==> src/rtl/posl_adder_pkg.sv <==
// Shared types and parameter checks for the sequential slice adder.
package posl_adder_pkg;

  typedef enum logic {
    IDLE = 1'b0,
    RUN  = 1'b1
  } adder_state_t;

  // K must be a non-zero divisor of W so that W/K slices tile the operand exactly.
  function automatic bit k_w_legal(input int unsigned w, input int unsigned k);
    return (k >= 1) && (k <= w) && ((w % k) == 0);
  endfunction

endpackage

==> src/rtl/full_adder.sv <==
// One-bit full adder cell used to build the ripple slice.
module full_adder (
  input  logic a,
  input  logic b,
  input  logic c_in,
  output logic s,
  output logic c_out
);

  assign s     = a ^ b ^ c_in;
  assign c_out = (a & b) | (c_in & (a ^ b));

endmodule

==> src/rtl/posl_slice_adder.sv <==
// Combinational K-bit ripple adder; also exposes the carry into its top bit.
module posl_slice_adder #(
  parameter int unsigned K = 8
) (
  input  logic [K-1:0] A,
  input  logic [K-1:0] B,
  input  logic         C_in,
  output logic [K-1:0] S,
  output logic         C_out,
  output logic         C_msb
);

  logic [K:0] c;

  assign c[0] = C_in;

  for (genvar i = 0; i < K; i++) begin : g_fa
    full_adder u_fa (
      .a    (A[i]),
      .b    (B[i]),
      .c_in (c[i]),
      .s    (S[i]),
      .c_out(c[i+1])
    );
  end

  assign C_out = c[K];
  assign C_msb = c[K-1];

endmodule

==> src/rtl/posl_adder_seq.sv <==
// Multi-cycle W-bit adder/subtractor reusing one K-bit ripple slice over N=W/K cycles.
module posl_adder_seq
  import posl_adder_pkg::*;
#(
  parameter int unsigned W = 128,
  parameter int unsigned K = 8
) (
  input  logic         clk,
  input  logic         rst,
  input  logic         start,
  output logic         ready,
  input  logic [W-1:0] A,
  input  logic [W-1:0] B,
  input  logic         C_in,
  input  logic         SUB,
  output logic [W-1:0] S,
  output logic         C_out,
  output logic         V,
  output logic         done
);

  localparam int unsigned N  = W / K;
  localparam int unsigned CW = (N > 1) ? $clog2(N) : 1;
  localparam logic [CW-1:0] LAST_CNT = CW'(N - 1);

  if (!k_w_legal(W, K)) begin : g_bad_params
    $error("posl_adder_seq: W (%0d) must be a non-zero multiple of K (%0d)", W, K);
  end

  adder_state_t state, state_next;

  logic [W-1:0]  a_sh;
  logic [W-1:0]  b_sh;
  logic [W-1:0]  work;
  logic [W-1:0]  work_next;
  logic          carry;
  logic [CW-1:0] cnt;
  logic          accept;
  logic          last;

  logic [K-1:0]  sl_s;
  logic          sl_cout;
  logic          sl_cmsb;

  posl_slice_adder #(.K(K)) u_slice (
    .A    (a_sh[K-1:0]),
    .B    (b_sh[K-1:0]),
    .C_in (carry),
    .S    (sl_s),
    .C_out(sl_cout),
    .C_msb(sl_cmsb)
  );

  // Slices enter at the top and drift down, so after N steps slice 0 sits at bit 0.
  // Written as shift/or so the K==W case needs no separate structure.
  assign work_next = (work >> K) | (W'(sl_s) << (W - K));

  always_ff @(posedge clk) begin
    if (rst) begin
      state <= IDLE;
    end else begin
      state <= state_next;
    end
  end

  always_comb begin
    state_next = state;
    ready      = 1'b0;
    accept     = 1'b0;
    last       = 1'b0;
    case (state)
      IDLE: begin
        ready = 1'b1;
        if (start) begin
          accept     = 1'b1;
          state_next = RUN;
        end
      end
      RUN: begin
        if (cnt == LAST_CNT) begin
          last       = 1'b1;
          state_next = IDLE;
        end
      end
      default: state_next = IDLE;
    endcase
  end

  always_ff @(posedge clk) begin
    if (rst) begin
      a_sh  <= '0;
      b_sh  <= '0;
      work  <= '0;
      carry <= 1'b0;
      cnt   <= '0;
      S     <= '0;
      C_out <= 1'b0;
      V     <= 1'b0;
      done  <= 1'b0;
    end else begin
      done <= 1'b0;
      if (accept) begin
        a_sh  <= A;
        b_sh  <= SUB ? ~B : B;
        carry <= SUB ? 1'b1 : C_in;
        cnt   <= '0;
      end else if (state == RUN) begin
        a_sh  <= a_sh >> K;
        b_sh  <= b_sh >> K;
        carry <= sl_cout;
        work  <= work_next;
        if (last) begin
          cnt   <= '0;
          S     <= work_next;
          C_out <= sl_cout;
          V     <= sl_cmsb ^ sl_cout;
          done  <= 1'b1;
        end else begin
          cnt <= cnt + CW'(1);
        end
      end
    end
  end

endmodule

==> config.mk <==
export PLATFORM = sky130hd
export DESIGN_NAME = posl_adder_seq
export DESIGN_NICKNAME = d
export VERILOG_FILES = /design/src/rtl/posl_adder_pkg.sv /design/src/rtl/full_adder.sv /design/src/rtl/posl_slice_adder.sv /design/src/rtl/posl_adder_seq.sv
export SDC_FILE = /design/constraint.sdc
export NUM_CORES = 1
export LEC_CHECK = 0
export BUFFER_PORTS_ARGS = -buffer_cell sky130_fd_sc_hd__buf_2
export CAP_MARGIN = 30
export CORE_ASPECT_RATIO = 0.9
export CORE_UTILIZATION = 45
export DETAILED_ROUTE_END_ITERATION = 8
export PLACE_DENSITY = 0.69
export SKIP_CTS_REPAIR_TIMING = 1
export SYNTH_ARGS = -nofsm -noshare
export SYNTH_HDL_FRONTEND = slang
export SYNTH_SLANG_ARGS = --single-unit
==> constraint.sdc <==
create_clock -name clk -period 3.5 [get_ports clk]
set_clock_uncertainty 0.05 [all_clocks]
set_input_delay 0 -clock clk [delete_from_list [all_inputs] [get_ports clk]]
set_output_delay 0 -clock clk [all_outputs]
set_load 0.05 [all_outputs]
Word level (Yosys, flattened, before mapping):

Index checks and enable logic that the tools add are counted.

* output and inout bits: 132
* register bits: 521
* input bits: 261

* multiplexer cells: 17
* add/subtract/negate cells: 1
* reductions and logical operators: 5
* bitwise logic cells: 45
* equal/unequal tests: 1

Operators by type and width (count)
* two-way mux 128 bit: 5
* NOT 128 bit: 1
* bitwise OR 120 x 128 -> 128 bit: 1
* XOR 1 bit: 17
* AND 1 bit: 16
* two-way mux 1 bit: 10
* bitwise OR 1 bit: 8
* adder 4 x 1 -> 4 bit, second input constant: 1
* equality test 4 bit, second input constant: 1
* two-way mux 4 bit: 1
* AND reduction 3 bit: 1
* OR reduction 3 bit: 1
* NOT 1 bit: 2
* one-hot mux 1 bit (2 select lines): 1
* AND reduction 2 bit: 1
* nonzero test 2 bit: 1
* OR reduction 2 bit: 1

Depth between registers and ports, before layout:

* word-level depth: 19
* gate-level depth with buffers: 14
* gate-level depth less buffers: 14

Modules after synthesis:

From an unflattened synthesis, not the netlist that was laid out.

* cells, all modules: 2235
* area total of the unflattened synthesis: 21336.7 µm²

Modules (own cells, without submodules)
* posl_adder_seq: cells each 2227, instances 1, sequential area each 10269.8 µm², area an instance 21176.6 µm²
* full_adder: cells each 1, instances 8, sequential area each 0.0 µm², area an instance 20.0 µm²

Least setup slack after synthesis:

OpenSTA, ideal clock, no wires.

* kind: register -> register
* from: reg carry
* to: reg work[127]
* stages on the path, launching flop included: 13
* arrival: 3538 ps
* required time: 3364 ps
* buffers on the path: 0
* clock period less this slack: 3674 ps
* setup slack: -174 ps
* path through: dfxtp_1 > inv_1 > fa_1 > inv_1 > fa_1 > fa_1 > fa_1 > fa_1 > fa_1 > fa_1 > inv_1 > fa_1 > a211oi_1

* longest elaborated chain between the ends: 16

RTL lines
* start: declaration: RTL line posl_adder_seq.sv:36 `logic carry;`
* start signal: assignment: RTL line posl_adder_seq.sv:105 `carry <= SUB ? 1'b1 : C_in;`
* start signal: assignment: RTL line posl_adder_seq.sv:110 `carry <= sl_cout;`
* AND 1 bit: RTL line full_adder.sv:11 `assign c_out = (a & b) | (c_in & (a ^ b));`
* bitwise OR 1 bit: RTL line full_adder.sv:11
* AND 1 bit: RTL line full_adder.sv:11
* bitwise OR 1 bit: RTL line full_adder.sv:11
* AND 1 bit: RTL line full_adder.sv:11
* bitwise OR 1 bit: RTL line full_adder.sv:11
* AND 1 bit: RTL line full_adder.sv:11
* bitwise OR 1 bit: RTL line full_adder.sv:11
* AND 1 bit: RTL line full_adder.sv:11
* bitwise OR 1 bit: RTL line full_adder.sv:11
* AND 1 bit: RTL line full_adder.sv:11
* bitwise OR 1 bit: RTL line full_adder.sv:11
* AND 1 bit: RTL line full_adder.sv:11
* bitwise OR 1 bit: RTL line full_adder.sv:11
* XOR 1 bit: RTL line full_adder.sv:10 `assign s = a ^ b ^ c_in;`
* bitwise OR 120 x 128 -> 128 bit: RTL line posl_adder_seq.sv:56 `assign work_next = (work >> K) | (W'(sl_s) << (W - K));`
* end signal: assignment: RTL line posl_adder_seq.sv:111 `work <= work_next;`
* end: declaration: RTL line posl_adder_seq.sv:34 `logic [W-1:0] work;`

No other way between the ends.
A chain may end at the register's enable or synchronous reset.

Final worst setup path:

Ends and elaborated chain as after synthesis.

==> reports/metrics.csv <==
stage,metric,value,unit
run_status,status,finished with violations,
run_status,failing checks,setup timing,
setup_path,kind of critical path,register to register,
setup_path,Worst path max stage delay,0.46,ns
grt,GR Overflow Total,0,
grt,total track usage,21.2,%
placed_design,Final HPWL DP,34.5,mm
yosys,post-synthesis sequential area ratio,48.2,%
setup_path,crit-path max FO,2,
clock_tree,Num CTS Buffers,52,
floorplan,# rows,75,
min_path,worst hold path type,primary input to register,
yosys,cell count after synthesis,2245,
setup_path,critical path's slowest cell,fa_2,
routing,First-pass DRT Iterations,6,
setup_path,worst path cell trace,"inv_2, fa_2, inv_2, fa_2, fa_2, fa_2, fa_2, fa_2, fa_2, inv_2, fa_2, a211oi_2",
routing,WL final,58.6,mm
final_layout,"Design Area, Final",0.0276,mm2
floorplan,die width,231,um
clock_tree,CTS tree,done,
clock_tree,clk root buf,clkbuf_16,
placed_design,placed cell count,3080,
pwr,Seq pwr share,46.0,%
sta,highest clock rate,282,MHz
yosys,ys async rst share,0,%
pwr,switching share of total power,24.4,%
placed_design,GP Congestion,0.835,
setup_path,CP Buf/Inv Count,3,
placed_design,PortBufs,392,
routing,WL/cell,17.0,um
clock_tree,"Reg clk slew, reported paths",0.06,ns
yosys,Seq cells post-synth,513,
setup_path,crit-path most repeated cell,fa_2,
final_layout,Syn-to-layout area delta,29.3,%
floorplan,IO Pins,393,
pwr,Pleak,11.7,nW
sta,max-slew violations,0,
setup_path,startpoint class of the critical path,register,
sta,fin crit share,101,%
sta,setup TNS,-0.0447,ns
clock_tree,clk_lat worst skew,0.60,ns
setup_path,family with the most delay on the worst path,adder cells,
final_layout,Final #Nets,3047,
floorplan,DIE HEIGHT,209,um
placed_design,DP Area,0.0232,mm2
yosys,Syn. warnings,0,
yosys,"EDFF count, synth",0,
grt,first-pass GRT wire length,83.0,mm
pwr,Clk pwr share,42.2,%
floorplan,core area,0.0467,mm2
floorplan,Starting Density,45.6,%
routing,Via Count,18000,
grt,number of global-route vias before repair,15600,
yosys,"Top FF cell, synth",dfxtp_1,
yosys,Avg Inst Size Synth,9.50,um2
sta,PnR worst setup slack,-0.0447,ns
final_layout,Final Non-Filler Cells,3439,
pwr,Internal Power,10.2,mW
floorplan,die area,0.0483,mm2
yosys,Synth cell types,35,
routing,# DRC,0,
sta,endpoints failing setup,1,
sta,RSZ-0062 raised after global routing,true,
pwr,peak supply drop,0.422,mV
sta,fin crit period,3.54,ns
run,Max Cap Viol,0,
grt,initial antenna violation count,4,
yosys,Syn Nets,2515,
routing,Vias per Instance,5.24,
sta,relative slew slack,15.0,%
pwr,Psw,3.30,mW
yosys,Netlist Area Pre-Place,0.0213,mm2
final_layout,share of layout cells above drive strength 1,22.7,%
routing,DRT iter0 DRCs,1207,
clock_tree,htree depth,2,
setup_path,CP required,3.96,ns
final_layout,"commonest cells after routing, fill and taps aside","510 x dfxtp_1, 389 x buf_2, 364 x nand2_1",
setup_path,Crit. End Element,register,
sta,hold_ws,0.0490,ns
final_layout,"commonest non-fill, non-tap cell in the layout",dfxtp_1,
routing,ANT nets after route,0,
sta,Slew @ Worst Pin,1.28,ns
setup_path,arrival time at the worst endpoint,4.01,ns
grt,largest net degree at the start of global routing,222,
clock_tree,clk sinks,513,
sta,count of final hold-check violations,0,
pwr,Power Density,489,mW/mm2
pwr,Gate power share,11.9,%
clock_tree,clock buffer depth,3,
==> cell type report <==
cell class | instances | area (um2)
fillers | 3816 | 19200
flip-flops and latches | 513 | 10300
multi-input cells | 1527 | 9900
repair buffers | 674 | 4840
clock buffers | 78 | 1520
well taps | 616 | 771
clock inverters | 16 | 220
inverters | 9 | 38.8
diodes | 6 | 15.0
==> tightest hold or removal path, cell delays in order <==
cell	delay [ns]
buf_8	0.35
mux2i_1	0.22
nor2_1	0.08
==> power by group through the flow <==
stage / clock (mW) / combinational [mW] / sequential, mW
after floorplan: 0 / 1.04 / 6.28
after global placement: 0 / 1.30 / 6.32
after detailed placement: 0 / 1.32 / 6.33
after CTS: 5.81 / 1.33 / 6.20
after global routing: 6.03 / 1.74 / 6.23
final: 5.69 / 1.60 / 6.20
==> sequential cells by signal, indices dropped and copies added, names as in the netlist <==
signal and cells:
C_out 1, S 128, V 1, a_sh 128, b_sh 128, carry 1
cnt 4, done 1, state 1, work 120
==> worst paths after layout <==
path	startpoint	endpoint	slack, ns	cells after the start
hold reg to reg	b_sh[43]	b_sh[35]	0.40	2
setup reg to reg	carry	work[127]	-0.04	12
hold / removal	start	a_sh[124]	0.05	3
setup / recovery	carry	work[127]	-0.04	12
==> cell usage after synthesis (2+ instances only) <==
cell / instances / area share (%)
nand2_1: 364 / 6.4
xnor2_1: 129 / 5.3
clkbuf_1: 85 / 1.5
buf_2: 63 / 1.5
nand2b_1: 2 / 0.059
dfxtp_1: 513 / 48
nor2_1: 261 / 4.6
buf_1: 9 / 0.16
a211o_1: 120 / 4.9
fa_1: 8 / 0.75
o2bb2ai_1: 2 / 0.082
buf_12: 11 / 1.0
mux2_2: 120 / 6.3
inv_2: 2 / 0.035
inv_1: 7 / 0.12
a211oi_1: 11 / 0.39
a22o_1: 126 / 5.2
mux2i_1: 127 / 6.0
a21oi_1: 244 / 5.7
buf_6: 17 / 0.90
buf_4: 10 / 0.35
==> layer usage <==
metal | vias up | routed length, um | GRT usage, %
met2 | 575 | 28000 | 33.7
met3 | 159 | 3220 | 4.99
met1 | 8531 | 25400 | 27.9
met5 | - | 8 | 0
met4 | 2 | 1980 | 7.54
li1 | 8749 | - | -
==> cell families (layout without fill, tap and decap cells) <==
family | Yosys count | count (layout) | synth area share (%)
flip-flops | 513 | 513 | 48.2
multiplexers | 247 | 247 | 12.3
AO/OA/AOI/OAI | 508 | 508 | 16.5
buffers and inverters | 205 | 777 | 5.64
other | 0 | 6 | 0
adder cells (fa/ha/maj) | 9 | 9 | 0.810
AND/OR/NAND/NOR | 633 | 633 | 11.3
XOR/XNOR | 130 | 130 | 5.34
==> per-stage QoR <==
| stage | total power [mW] | setup slack [ns] | utilization [%] |
|---|---|---|---|
| floorplan | 7.32 | 0.0360 | - |
| global route | 14.0 | -0.136 | 59.0 |
| finish | 13.5 | -0.0447 | 59.0 |
| detailed placement | 7.65 | -0.124 | 49.7 |
| CTS | 13.3 | -0.151 | 53.4 |
| global placement | 7.61 | -0.0502 | 49.7 |
No activity file was read; power rests on OpenSTA's default activity.
